$ cat src/rtl/hub75_pkg.sv
// Shared constants for the HUB75 BCM driver: FSM encoding, colour-field
// offsets inside a {R,G,B} pixel word, and the panel connector pin order.
package hub75_pkg;

    typedef enum logic [4:0] {
        S_SHIFT   = 5'b00001,
        S_WAIT    = 5'b00010,
        S_LATCH   = 5'b00100,
        S_UNLATCH = 5'b01000,
        S_UNBLANK = 5'b10000
    } state_e;

    // Field index inside a 3*BPC colour word; multiply by BPC for the bit offset.
    localparam int FIELD_R = 2;
    localparam int FIELD_G = 1;
    localparam int FIELD_B = 0;

    // Bit positions on the 16-bit LED_PANEL connector bus.
    localparam int PIN_R0    = 0;
    localparam int PIN_G0    = 1;
    localparam int PIN_B0    = 2;
    localparam int PIN_R1    = 3;
    localparam int PIN_G1    = 4;
    localparam int PIN_B1    = 5;
    localparam int PIN_ADDR  = 6;
    localparam int PIN_BLANK = 11;
    localparam int PIN_LATCH = 12;
    localparam int PIN_SCLK  = 13;

endpackage

$ cat src/rtl/hub75_ontime_timer.sv
// Bit-plane on-time counter: loads the lit duration, counts down to zero
// on its own, and flags when the current plane's time has expired.
module hub75_ontime_timer #(
    parameter int CW = 5
) (
    input  logic          pll_clk,
    input  logic          reset,
    input  logic          load,
    input  logic [CW-1:0] load_val,
    output logic          zero
);

    logic [CW-1:0] cnt_q, cnt_d;

    always_comb begin
        cnt_d = cnt_q;
        if (load)
            cnt_d = load_val;
        else if (cnt_q != '0)
            cnt_d = cnt_q - 1'b1;
    end

    always_ff @(posedge pll_clk) begin
        if (reset)
            cnt_q <= '0;
        else
            cnt_q <= cnt_d;
    end

    assign zero = (cnt_q == '0);

endmodule

$ cat src/rtl/hub75_bcm_driver.sv
// HUB75 scan driver with binary-coded modulation: shifts the next bit-plane
// while the current one is lit, then blanks, latches and relights.
module hub75_bcm_driver
    import hub75_pkg::*;
#(
    parameter int WIDTH      = 64,
    parameter int ADDR_BITS  = 5,
    parameter int BPC        = 4,
    parameter int ON_UNIT    = 128,
    parameter int FRAME_BITS = 16
) (
    input  logic                       pll_clk,
    input  logic                       reset,
    output logic [$clog2(WIDTH):0]     x,
    output logic [ADDR_BITS:0]         y0,
    output logic [ADDR_BITS:0]         y1,
    output logic [FRAME_BITS-1:0]      frame,
    input  logic [3*BPC-1:0]           rgb0,
    input  logic [3*BPC-1:0]           rgb1,
    output logic [2:0]                 led_rgb0,
    output logic [2:0]                 led_rgb1,
    output logic [ADDR_BITS-1:0]       led_addr,
    output logic                       led_blank,
    output logic                       led_latch,
    output logic                       led_sclk_ena
);

    localparam int XW     = $clog2(WIDTH) + 1;
    localparam int PW     = (BPC > 1) ? $clog2(BPC) : 1;
    localparam int CW_RAW = $clog2(ON_UNIT << (BPC - 1));
    localparam int CW     = (CW_RAW > 0) ? CW_RAW : 1;

    state_e                 state_q, state_d;
    logic [XW-1:0]          x_q, x_d;
    logic [ADDR_BITS-1:0]   row_q, row_d;
    logic [PW-1:0]          plane_q, plane_d;
    logic [FRAME_BITS-1:0]  frame_q, frame_d;
    logic [2:0]             rgb0_q, rgb0_d, rgb1_q, rgb1_d;
    logic [ADDR_BITS-1:0]   addr_q, addr_d;
    logic                   blank_q, blank_d;
    logic                   latch_q, latch_d;
    logic                   sclk_q, sclk_d;
    logic                   on_load, on_zero;
    logic [CW-1:0]          on_val;

    function automatic logic [2:0] plane_bits(input logic [3*BPC-1:0] c,
                                              input logic [PW-1:0]    p);
        logic [BPC-1:0] r, g, b;
        r = c[FIELD_R*BPC +: BPC] >> p;
        g = c[FIELD_G*BPC +: BPC] >> p;
        b = c[FIELD_B*BPC +: BPC] >> p;
        return {r[0], g[0], b[0]};
    endfunction

    hub75_ontime_timer #(.CW(CW)) u_timer (
        .pll_clk  (pll_clk),
        .reset    (reset),
        .load     (on_load),
        .load_val (on_val),
        .zero     (on_zero)
    );

    always_comb begin
        state_d = state_q;
        x_d     = x_q;
        row_d   = row_q;
        plane_d = plane_q;
        frame_d = frame_q;
        rgb0_d  = rgb0_q;
        rgb1_d  = rgb1_q;
        addr_d  = addr_q;
        blank_d = blank_q;
        latch_d = latch_q;
        sclk_d  = sclk_q;
        on_load = 1'b0;
        on_val  = CW'((ON_UNIT << plane_q) - 1);
        case (state_q)
            S_SHIFT: begin
                if (x_q == XW'(WIDTH)) begin
                    sclk_d  = 1'b0;
                    state_d = S_WAIT;
                end else begin
                    rgb0_d = plane_bits(rgb0, plane_q);
                    rgb1_d = plane_bits(rgb1, plane_q);
                    x_d    = x_q + 1'b1;
                    sclk_d = 1'b1;
                end
            end
            S_WAIT: begin
                // Next plane is already shifted; hold it until the lit plane expires.
                if (on_zero) begin
                    blank_d = 1'b1;
                    addr_d  = row_q;
                    state_d = S_LATCH;
                end
            end
            S_LATCH: begin
                latch_d = 1'b1;
                state_d = S_UNLATCH;
            end
            S_UNLATCH: begin
                latch_d = 1'b0;
                state_d = S_UNBLANK;
            end
            S_UNBLANK: begin
                blank_d = 1'b0;
                on_load = 1'b1;
                x_d     = '0;
                state_d = S_SHIFT;
                if (plane_q == PW'(BPC - 1)) begin
                    plane_d = '0;
                    row_d   = row_q + 1'b1;
                    if (row_q == '1)
                        frame_d = frame_q + 1'b1;
                end else begin
                    plane_d = plane_q + 1'b1;
                end
            end
            default: state_d = S_SHIFT;
        endcase
    end

    always_ff @(posedge pll_clk) begin
        if (reset) begin
            state_q <= S_SHIFT;
            x_q     <= '0;
            row_q   <= '0;
            plane_q <= '0;
            frame_q <= '0;
            rgb0_q  <= '0;
            rgb1_q  <= '0;
            addr_q  <= '0;
            blank_q <= 1'b1;
            latch_q <= 1'b0;
            sclk_q  <= 1'b0;
        end else begin
            state_q <= state_d;
            x_q     <= x_d;
            row_q   <= row_d;
            plane_q <= plane_d;
            frame_q <= frame_d;
            rgb0_q  <= rgb0_d;
            rgb1_q  <= rgb1_d;
            addr_q  <= addr_d;
            blank_q <= blank_d;
            latch_q <= latch_d;
            sclk_q  <= sclk_d;
        end
    end

    assign x            = x_q;
    assign y0           = {1'b0, row_q};
    assign y1           = {1'b1, row_q};
    assign frame        = frame_q;
    assign led_rgb0     = rgb0_q;
    assign led_rgb1     = rgb1_q;
    assign led_addr     = addr_q;
    assign led_blank    = blank_q;
    assign led_latch    = latch_q;
    assign led_sclk_ena = sclk_q;

endmodule

$ cat config.mk
export PLATFORM = sky130hd
export DESIGN_NAME = hub75_bcm_driver
export DESIGN_NICKNAME = d
export VERILOG_FILES = /design/src/rtl/hub75_pkg.sv /design/src/rtl/hub75_ontime_timer.sv /design/src/rtl/hub75_bcm_driver.sv
export SDC_FILE = /design/constraint.sdc
export NUM_CORES = 1
export LEC_CHECK = 0
export ABC_AREA = 0
export CORE_MARGIN = 2
export CORE_UTILIZATION = 44
export DETAILED_ROUTE_END_ITERATION = 16
export HOLD_SLACK_MARGIN = 0.03
export PLACE_DENSITY_LB_ADDON = 0.12
export SLEW_MARGIN = 5
export SYNTH_ARGS = -nofsm -noshare
export SYNTH_HDL_FRONTEND = slang
export SYNTH_SLANG_ARGS = --single-unit
$ cat constraint.sdc
create_clock -name pll_clk -period 1.7 [get_ports pll_clk]
set_input_delay 0.34 -clock pll_clk [delete_from_list [all_inputs] [get_ports pll_clk]]
set_output_delay 0.34 -clock pll_clk [all_outputs]
set_load 0.05 [all_outputs]
# --- Word-level counts from Yosys, hierarchy flattened ---
# Index checks and enable logic that the tools add are counted.
word_totals:
  reg_bits: 59
  in_bits: 26
  output_inout_bits: 49
op_classes:
  n_addsub: 6
  n_eq_ne: 11
  shifts: 7
  n_mux: 13
  n_bitwise: 1
  reduce_logical: 13
op_table:
  columns: ["op", "count"]
  rows:
  - ["$shr A4 B2 Y1", 6]
  - ["$mux W10", 2]
  - ["$pmux W5 S4", 1]
  - ["$add A16 B1 Y16 const B", 1]
  - ["$pmux W7 S2", 1]
  - ["$reduce_and A2 Y1", 6]
  - ["$eq A5 B5 Y1 const B", 2]
  - ["$logic_not A10 Y1", 1]
  - ["$mux W5", 2]
  - ["$reduce_bool A10 Y1", 1]
  - ["$shl A8 B2 Y10 const A", 1]
  - ["$sub A10 B1 Y10 const B", 1]
  - ["$sub A10 B2 Y10 const B", 1]
  - ["$reduce_bool A2 Y1", 4]
  - ["$add A7 B1 Y7 const B", 1]
  - ["$eq A7 B7 Y1 const B", 1]
  - ["$mux W7", 1]
  - ["$ne A2 B2 Y1 const B", 3]
  - ["$add A5 B1 Y5 const B", 1]
  - ["$eq A5 B1 Y1 const B", 1]
  - ["$eq A5 B2 Y1 const B", 1]
  - ["$eq A5 B3 Y1 const B", 1]
  - ["$eq A5 B4 Y1 const B", 1]
  - ["$pmux W1 S2", 2]
  - ["other kinds (6)", 8]

# --- Longest topological paths before layout ---
depth:
  word_depth: 3
  mapped_depth: 7

# --- Modules after synthesis ---
# From an unflattened synthesis, not the netlist that was laid out.
hier_totals:
  hier_cells: 340
  hier_area_um2: 3036.7
by_module_without_submodules:
  columns: ["mod", "n_inst", "cells_per_inst", "area_each_um2"]
  rows:
  - ["hub75_bcm_driver", 1, 267, 2423.6]
  - ["hub75_ontime_timer", 1, 73, 613.1]

# --- Worst setup path after synthesis ---
# No wires, ideal clock.
synth_path:
  path_type: "register -> register"
  from: "reg row_q[0]"
  to: "reg frame_q[12] (netlist: frame[12])"
  arrival_time_ns: 2.200
  required_time_ns: 1.630
  setup_slack_ns: -0.571
  stages_incl_launch_ff: 8
  period_less_slack_ns: 2.271
  cell_sequence: "dfxtp_1 > ha_1 > and3_1 > ha_1 > nand4b_1 > or2_4 > or4_1 > a21oi_1"
synth_via:
  elab_chain_cells: 2
synth_lines:
  columns: ["element", "line", "text"]
  rows:
  - ["start: declaration", "hub75_bcm_driver.sv:35", "logic [ADDR_BITS-1:0] row_q, row_d;"]
  - ["start signal: assignment", "hub75_bcm_driver.sv:139", "row_q <= row_d;"]
  - ["$eq A5 B5 Y1", "hub75_bcm_driver.sv:113", "if (row_q == '1)"]
  - ["$reduce_and A3 Y1 (no source line)", null, null]
  - ["end signal: assignment", "hub75_bcm_driver.sv:141", "frame_q <= frame_d;"]
  - ["end: declaration", "hub75_bcm_driver.sv:37", "logic [FRAME_BITS-1:0] frame_q, frame_d;"]
# No other way between the ends.
# A chain may end at the register's enable or synchronous reset.

# --- Final worst setup path ---
layout_path:
  from: "reg row_q[1]"
  to: "reg frame_q[7] (netlist: frame[7])"
# Same word-level chain as after synthesis.

==> flow_summary.ini <==
[outcome]
status = complete, but fails checks
violations = negative setup slack

[critical_path]
crit_buf_inv = 0
cpMaxStageDelayCell = or3_1
cp-start-kind = register
path_max_fanout = 7
cp.arrival_ns = 2.10
critPathKind = register to register
crit_top_cell = ha_4
reg2reg_slack_ns = -0.13
worstPathCellList = ha_4 > and3_4 > ha_4 > and4_4 > nand4_1 > or3_1 > a21oi_1
required_ns = 1.97
cp-end-kind = register
crit_path_max_incr_delay_ns = 0.39
cp_top_family = simple AND/OR/NAND/NOR gates

[global_routing]
grt_pass1_wl_um = 12610
antenna_found_initial = 0
met3_usage = 0.06000
grt.total_usage = 0.2136
grt_pass1_vias = 2736
grt_max_degree = 25
grt_use_met1 = 0.2616
busiest_layer = met2
gr-usage-met2 = 0.3657
gr-total-overflow = 0

[layout]
final_cells = 535
nets = 485
drive_gt1_frac = 0.3626
postLayoutCellArea_um2 = 4310
n_antenna_cell = 0
final_util = 0.6451
area_delta_synth_final_pct = 44.32

[yosys]
synth_edf_count = 0
yosys.cell_types.count = 43
yosysMostFrequentCell = dfxtp_1
ys_seq_area_frac = 0.3955
syn_nets = 381
synthTopCellsByCount = dfxtp_1, nor2_1, a21oi_1
avgSynthCellArea_um2 = 8.632
yosys.area.top_type = dfxtp_1
yosysTopAreaCellShare = 0.3955
synth.area.top_cells = dfxtp_1, mux4_2, a21oi_1
ys_seq_elements = 59
ys.flop_type = dfxtp_1
syn_inst = 346
yosysWarnings = 0
synthArstFlopShare = 0
netlist_area_um2 = 2987

[job]
cap_viol_max_count = 0

[floorplan]
die-area_um2 = 7462
core_um2 = 6681
start_util = 0.4470
placementRows = 30
die_w_um = 86.39
die_y_um = 86.39
ioPinCount = 75

[clocking]
htreeDepth = 3
clock_sinks = 59
cts_hold_buffers = 0
clk_path_buf_depth = 2
cts_buffers = 9
clk_pin_slew_ns = 0.07
insertion_delay_ns = 0.34
clock-root-buffer = clkbuf_8
cts_tree = yes

[detailed_routing]
wirelength_um = 7652
antenna_left = 0
drt_iter0_drc = 127
viasPerCell = 5.400
drc = 0
dr.pass1.iters = 4
wl_per_cell_um = 14.30
vias = 2889

[sta]
period_minus_slack_ns = 1.833
drv_slew = 0
setup_viol = 8
fin_ws_ns = -0.1328
fin_skew_ns = 0.01108
finalHoldViolations = 0
fin_crit_sh = 1.078
rsz0062_at_grt = true
fmax_mhz = 545.6

[power_and_ir_drop]
switchingPower_mw = 1.077
power_frac_comb = 0.250
ir_drop_mv = 1.032
power_leakage_nw = 1.735
p_seq_frac = 0.421
p_per_area_nw_per_um2 = 860.1
p_int_mw = 2.631
swShare = 0.2904
clkPwrFrac = 0.329

[place]
portBuffers = 72
gp_congestion = 0.7543
dp_hpwl_um = 5571
dp_cells = 516
dpl_cell_area_um2 = 3966

[min_path]
worst_hold_path_type = input pin to register
[flip-flops by register name (all words and copies together), names as in the netlist, 2 cells and up]
name           cells
led_addr           5
state_q            5
u_timer.cnt_q     10
x                  7
led_rgb1           3
row_q              5
plane_q            2
led_rgb0           3
frame             16
[layout by cell type, fill, tap and decap left out, drive strengths merged, types with 2 or more instances in the layout]
master	n
buf	97
dfxtp	59
nor2	27
a21oi	25
clkdlybuf4s50	24
nand2	22
o21ai	22
nand3	18
nand2b	16
or3	12
nor3	12
clkbuf	11
xor2	9
inv	9
ha	9
nand4	8
mux2i	6
a31oi	6
mux4	6
nor4	6
o31ai	6
xnor2	6
or4	5
and4	4
nor2b	3
and3	3
or2	3
a311oi	2
mux2	2
conb	2
clkinv	2
and2	2
[what timing repair did]
action                     CTS  global route
resized for setup           10            22
buffers inserted             1             2
setup endpoints to repair   18            32
pin swaps                    5             5
[cell families (layout without fill, tap and decap cells)]
kind of cell    count (synthesis)  count (layout)  share of synthesized area
simple gates                  146             146                     0.2660
compound gates                 65              65                     0.1236
flops                          59              59                     0.3955
buf+inv                        36             145                    0.05781
xor+xnor                       15              15                    0.04399
mux                            14              14                    0.07290
fa+ha+maj                       9               9                    0.03770
other cells                     2               2                   0.002515
[worst reg2reg max path, cell delays in order (launching register included)]
cell,delay (ns)
dfxtp_4,0.36
ha_4,0.13
and3_4,0.17
ha_4,0.13
and4_4,0.21
nand4_1,0.23
or3_1,0.39
a21oi_1,0.15
[through the flow]
step / setup TNS (ns) / power [mW] / worst slack [ns] / hold slack, ns
final: -0.7654 / 3.708 / -0.1328 / 0.3482
after global routing: -1.848 / 3.927 / -0.2246 / 0.3529
after CTS: -0.8161 / 3.682 / -0.1304 / 0.3340
after detailed placement: -1.066 / 2.423 / -0.1610 / 0.4721
after global placement: -0.6317 / 2.403 / -0.1305 / 0.4625
after floorplan: -1.315 / 2.086 / -0.2199 / 0.4463
[routing by layer]
metal | routed length, um | up-vias | share of wire
met5 | 0 | - | 0
met4 | 85 | 0 | 0.011
met3 | 273 | 5 | 0.036
met2 | 3819 | 57 | 0.50
met1 | 3473 | 1385 | 0.45
li1 | - | 1442 | -
[power groups by stage]
stage	clock network [mW]	logic, mW	registers, mW
after detailed placement	0	0.848	1.58
after global placement	0	0.831	1.57
after CTS	1.26	0.868	1.55
after global routing	1.32	1.03	1.57
final	1.22	0.926	1.56
after floorplan	0	0.472	1.61
[final timing paths]
path                                  start           to  depth (start not counted)
worst max-delay path               row_q[1]     frame[7]                          7
worst min-delay path                  reset     frame[6]                          2
worst max register to register     row_q[1]     frame[7]                          7
worst min register to register  led_rgb0[2]  led_rgb0[2]                          2
[final cells by class]
class | count | area, um^2
Inverter | 8 | 30.03
Fill cell | 588 | 2371
Clock buffer | 11 | 131.4
Tap cell | 80 | 100.1
Clock inverter | 5 | 53.80
Multi-Input combinational cell | 251 | 1798
Timing Repair Buffer | 121 | 985.9
Sequential cell | 59 | 1211
Note: power is estimated with default switching activity, not from simulation.
==> variant 1, RTL diff (same flow settings) <==
Add an input register stage for `rgb0`, with the module's reset; this delays it by one clock. The other inputs are not delayed to match.
--- a/src/rtl/hub75_bcm_driver.sv
+++ b/src/rtl/hub75_bcm_driver.sv
@@ -31,2 +31,12 @@
     localparam int CW     = (CW_RAW > 0) ? CW_RAW : 1;
+
+    logic [3*BPC-1:0] rgb0_r;
+
+    always_ff @(posedge pll_clk) begin
+        if (reset) begin
+            rgb0_r <= '0;
+        end else begin
+            rgb0_r <= rgb0;
+        end
+    end
 
@@ -82,3 +92,3 @@
                 end else begin
-                    rgb0_d = plane_bits(rgb0, plane_q);
+                    rgb0_d = plane_bits(rgb0_r, plane_q);
                     rgb1_d = plane_bits(rgb1, plane_q);
Formal check against the unedited RTL: not equivalent (Yosys sat finds a counterexample within 4 cycles, from zero or initial values and one cycle with reset high).
==> variant 1 against the unedited design <==
  * The flow still finishes with violations (negative setup slack)
  * Area after synthesis up 9.1%
  * Sequential cell count grew 12
  * Sequential share of layout area is 3.6 points higher
  * Routed wire length shrank 3.4%
  * Setup slack gained 61 ps
  * Core utilization down 1.2 points
  * Power increased by 14%
  * Largest power group unchanged
  * Largest cell class unchanged
  * Final area rose by 6.0%
==> variant 1: results <==
status:
  outcome: "finished, violations left"
  failed_checks: "negative setup slack"
yosys:
  synth_fa_ha_area_share_pct: 3.46
  synth_edf_count: 0
  synthTopCellsByCount: "71 x dfxtp_1, 31 x a21oi_1, 27 x nor2_1"
  ys_seq_area_share_pct: 43.6
  muxShareOfSynthArea_pct: 7.87
  netlist_top_cells_area: "dfxtp_1 44%, a21oi_1 4.8%, mux4_2 4.1%, ha_1 3.5%, mux2i_1 3.4%"
  yosysWarnings: 0
  synth_compound_area_share_pct: 11.3
  synth_xor_area_share_pct: 4.57
  synthArstFlopShare_pct: 0
  syn-num-nets: 387
  ys_types: 47
worst_setup_path:
  critPathLaunch: "row_q[1]"
  arrival_ps: 2050
  path_max_fanout: 7
route:
  dr.pass1.iters: 4
  dr.first_iter.drc_count: 119
  post_drt_wl_per_cell_um: 13.2
  avgViaCountPerCell: 5.18
clock_tree:
  cts_buffers: 9
  htreeDepth: 3
  cts-root-buf: "clkbuf_8"
  clk_latency_ps: 340
  cts_max_path_buffers: 2
  clk_pin_slew_ps: 70
pwr:
  p_leak_uw: 0.00181
  vdd_ir_drop_max_uv: 1010
min_path:
  min-delay-start: "reset"
  hp-class: "in -> reg"
placed_design:
  io_buffers: 72
  placed_area_sq_um: 4260
  place_hpwl_mm: 5.43
  gp_congestion: 0.780
sta:
  setup_ws_ps: -71.6
  skew_ps: 7.25
  fin_setup_tns_ps: -247
  setup-violations-final: 5
  hold_ws_ps: 306
global_routing:
  grt_pass1_wl_mm: 12.3
  grt_pass1_vias: 2763
  antenna_found_initial: 0
  grt_usage_pct: 18.2
  grt_max_degree: 27
finish:
  largest_reg_flops: 16
  fillers: 642
  layout-drive-gt1-share_pct: 35.2
  diodes: 0
  num-nets-final: 490
## variant 1: changes by cell type after synthesis, sizes merged, moves of 6 or more
cell | before | now
nand2b | 16 | 3
o21ai | 22 | 16
a21oi | 25 | 31
dfxtp | 59 | 71
nand2 | 22 | 14
nor2b | 3 | 15
## variant 1: layer usage
metal  GRT usage [%]  vias to the layer above  share of wire (%)
met5               0                        -                  0
met4            3.85                        0               0.60
met3            5.36                        5                3.7
met2            32.9                       51                 52
met1            21.3                     1382                 44
li1                -                     1456                  -
## variant 1: cells by family after synthesis
| group | Yosys count |
|---|---|
| mux | 18 |
| other cells | 2 |
| simple gates | 134 |
| xor+xnor | 17 |
| buf+inv | 37 |
| flops | 71 |
| compound gates | 64 |
| fa+ha+maj | 9 |
## variant 1: area by class of cell
cell class              instances  area share, %
multi-input cells             244           38.9
flip-flops and latches         71           31.7
repair buffers                119           21.6
clock buffers                  11           3.56
well taps                      99           2.71
inverters                      10          0.821
clock inverters                 5          0.657
## variant 1: worst max-delay path, cell delays in order, from the launching register on
cell,delay [ps]
dfxtp_4,360
ha_4,120
and3_4,190
ha_4,120
and4_4,240
nand3_4,110
or4_4,440
a21oi_2,130
## variant 1: power breakdown
| part | leakage (uW) | internal, uW | switching [uW] | total [uW] |
|---|---|---|---|---|
| Combinational | 0.00112 | 509 | 546 | 1050 |
| Clock | 0.0000962 | 650 | 631 | 1280 |
| Sequential | 0.000586 | 1780 | 123 | 1910 |
## variant 1: what timing repair did
| action | 4_1_cts | 5_1_grt |
|---|---|---|
| pin swaps | 4 | 4 |
| setup buffers | 1 | 2 |
| resized for setup | 5 | 21 |
| setup endpoints to repair | 10 | 23 |
| hold buffers | 0 | 0 |
## variant 1: final timing paths
path / end / cells past startpoint
max: frame[12] / 7
min: row_q[1] / 2
max reg2reg: frame[12] / 7
min reg2reg: led_latch / 2
## variant 1: through the flow
step,worst slack [ps],std cells,total power [uW],util [%]
2_1_floorplan,-221,352,2660,-
3_3_place_gp,-121,540,2950,59.1
3_5_place_dp,-203,540,2980,59.1
4_1_cts,-69.4,557,4260,62.1
5_1_grt,-151,559,4480,63.4
6_report,-71.6,559,4240,63.4
==> variant 2, RTL diff (same flow settings) <==
Made on the original files. Set the parameter `BPC` to 2 (it was 4).
--- a/src/rtl/hub75_bcm_driver.sv
+++ b/src/rtl/hub75_bcm_driver.sv
@@ -7,3 +7,3 @@
     parameter int ADDR_BITS  = 5,
-    parameter int BPC        = 4,
+    parameter int BPC        = 2,
     parameter int ON_UNIT    = 128,
Interface: changed (resized rgb0 and rgb1); port bits go from 75 to 63. The function was not compared with the original's and may differ.
==> variant 2 against the unedited design <==
  * The run still ends with negative setup slack left
  * Non-clock buffer count decreased by 12
  * Clock skew decreased by 4.3 ps
  * Die area decreased by 12%
  * Final area decreased by 13%
  * Count of clock-buffer cells in the layout decreased by 4
  * Sequential cell count decreased by 3
  * Sequential share of layout area increased by 2.6 points
  * Power decreased by 19%
  * Area after synthesis decreased by 12%
  * Routed wire length decreased by 19%
  * Setup slack improved by 12 ps
  * Largest cell class unchanged
  * Highest routed layer unchanged
==> variant 2: results <==
route:
  post_drt_wl_per_cell_um: 13.3
  dr.first_iter.drc_count: 50
  vias: 2385
  dr.pass1.iters: 4
yosys:
  netlist_top_cells_area: "dfxtp_1 43%, mux2i_1 5.7%, nor2_1 4.6%, a21oi_1 4.4%, xor2_1 4.3%"
  yosysWarnings: 0
  ys_seq_area_share_pct: 42.8
  syn-num-nets: 312
  syn_avg_cell_area_sq_um: 8.96
  synth_fa_ha_area_share_pct: 2.87
  synth_xor_area_share_pct: 6.02
  synth_compound_area_share_pct: 11.8
  ys_types: 46
  synthArstFlopShare_pct: 0
  synthTopCellsByCount: "56 x dfxtp_1, 32 x nor2_1, 23 x a21oi_1"
  muxShareOfSynthArea_pct: 5.74
worst_setup_path:
  path_max_fanout: 3
  crit_path_max_incr_delay_ps: 490
  arrival_ps: 2070
  cp_slowest_cell: "or4_4"
placed_design:
  post-place-cells: 454
  io_buffers: 60
  dp_slack_ps: -109
  placed_area_sq_um: 3550
  place_hpwl_mm: 4.48
  gp_congestion: 0.791
clock_tree:
  htreeDepth: 2
  clk_pin_slew_ps: 90
  cts_resized: 4
  cts-root-buf: "clkbuf_8"
  clk_latency_ps: 300
  cts_max_path_buffers: 2
  cts_setup_buffers: 4
  cts_buffers: 5
finish:
  num-nets-final: 410
  stdcell_count: 466
  largest_reg_flops: 16
  layout-drive-gt1-share_pct: 38.9
  fillers: 509
  seq_area_sq_um: 1150
  diodes: 0
sta:
  setup_ws_ps: -121
  fin_setup_tns_ps: -559
  skew_ps: 6.76
  setup-violations-final: 12
status:
  failed_checks: "negative setup slack"
  outcome: "finished, violations left"
run:
  drv_cap: 0
global_routing:
  grt_pass1_wl_mm: 10.2
  grt_max_degree: 23
  antenna_found_initial: 0
  grt_pass1_vias: 2242
  grt_usage_pct: 19.6
pwr:
  p_leak_uw: 0.00155
  vdd_ir_drop_max_uv: 465
min_path:
  hp-class: "in -> reg"
[variant 2: final timing paths]
check | startpoint | depth (start not counted) | endpoint | slack [ps]
max | row_q[0] | 7 | frame[15] | -120
min | reset | 2 | row_q[4] | 380
max reg2reg | row_q[0] | 7 | frame[15] | -120
min reg2reg | led_latch | 2 | led_latch | 500
[variant 2: metal layers]
layer	global-route usage, %	wire, um
met5	0	0
met4	5.08	66
met3	4.22	278
met2	32.0	2800
met1	26.4	3070
[variant 2: worst max-delay path, delay by kind of cell (launching register included)]
family          cells  cell delay, ps
simple gates        4            1020
compound gates      1             120
flops               1             370
fa+ha+maj           2             260
[variant 2: final cells by class]
type                    count  area share [%]
clock buffers               7            2.03
clock inverters             1           0.100
inverters                   8           0.800
multi-input cells         210            40.5
flip-flops and latches     56            30.7
well taps                  75            2.50
repair buffers            109            23.4
[variant 2: power by group]
group	internal, uW	switching (uW)
sequential	1390	56.6
clock	288	405
combinational	459	408
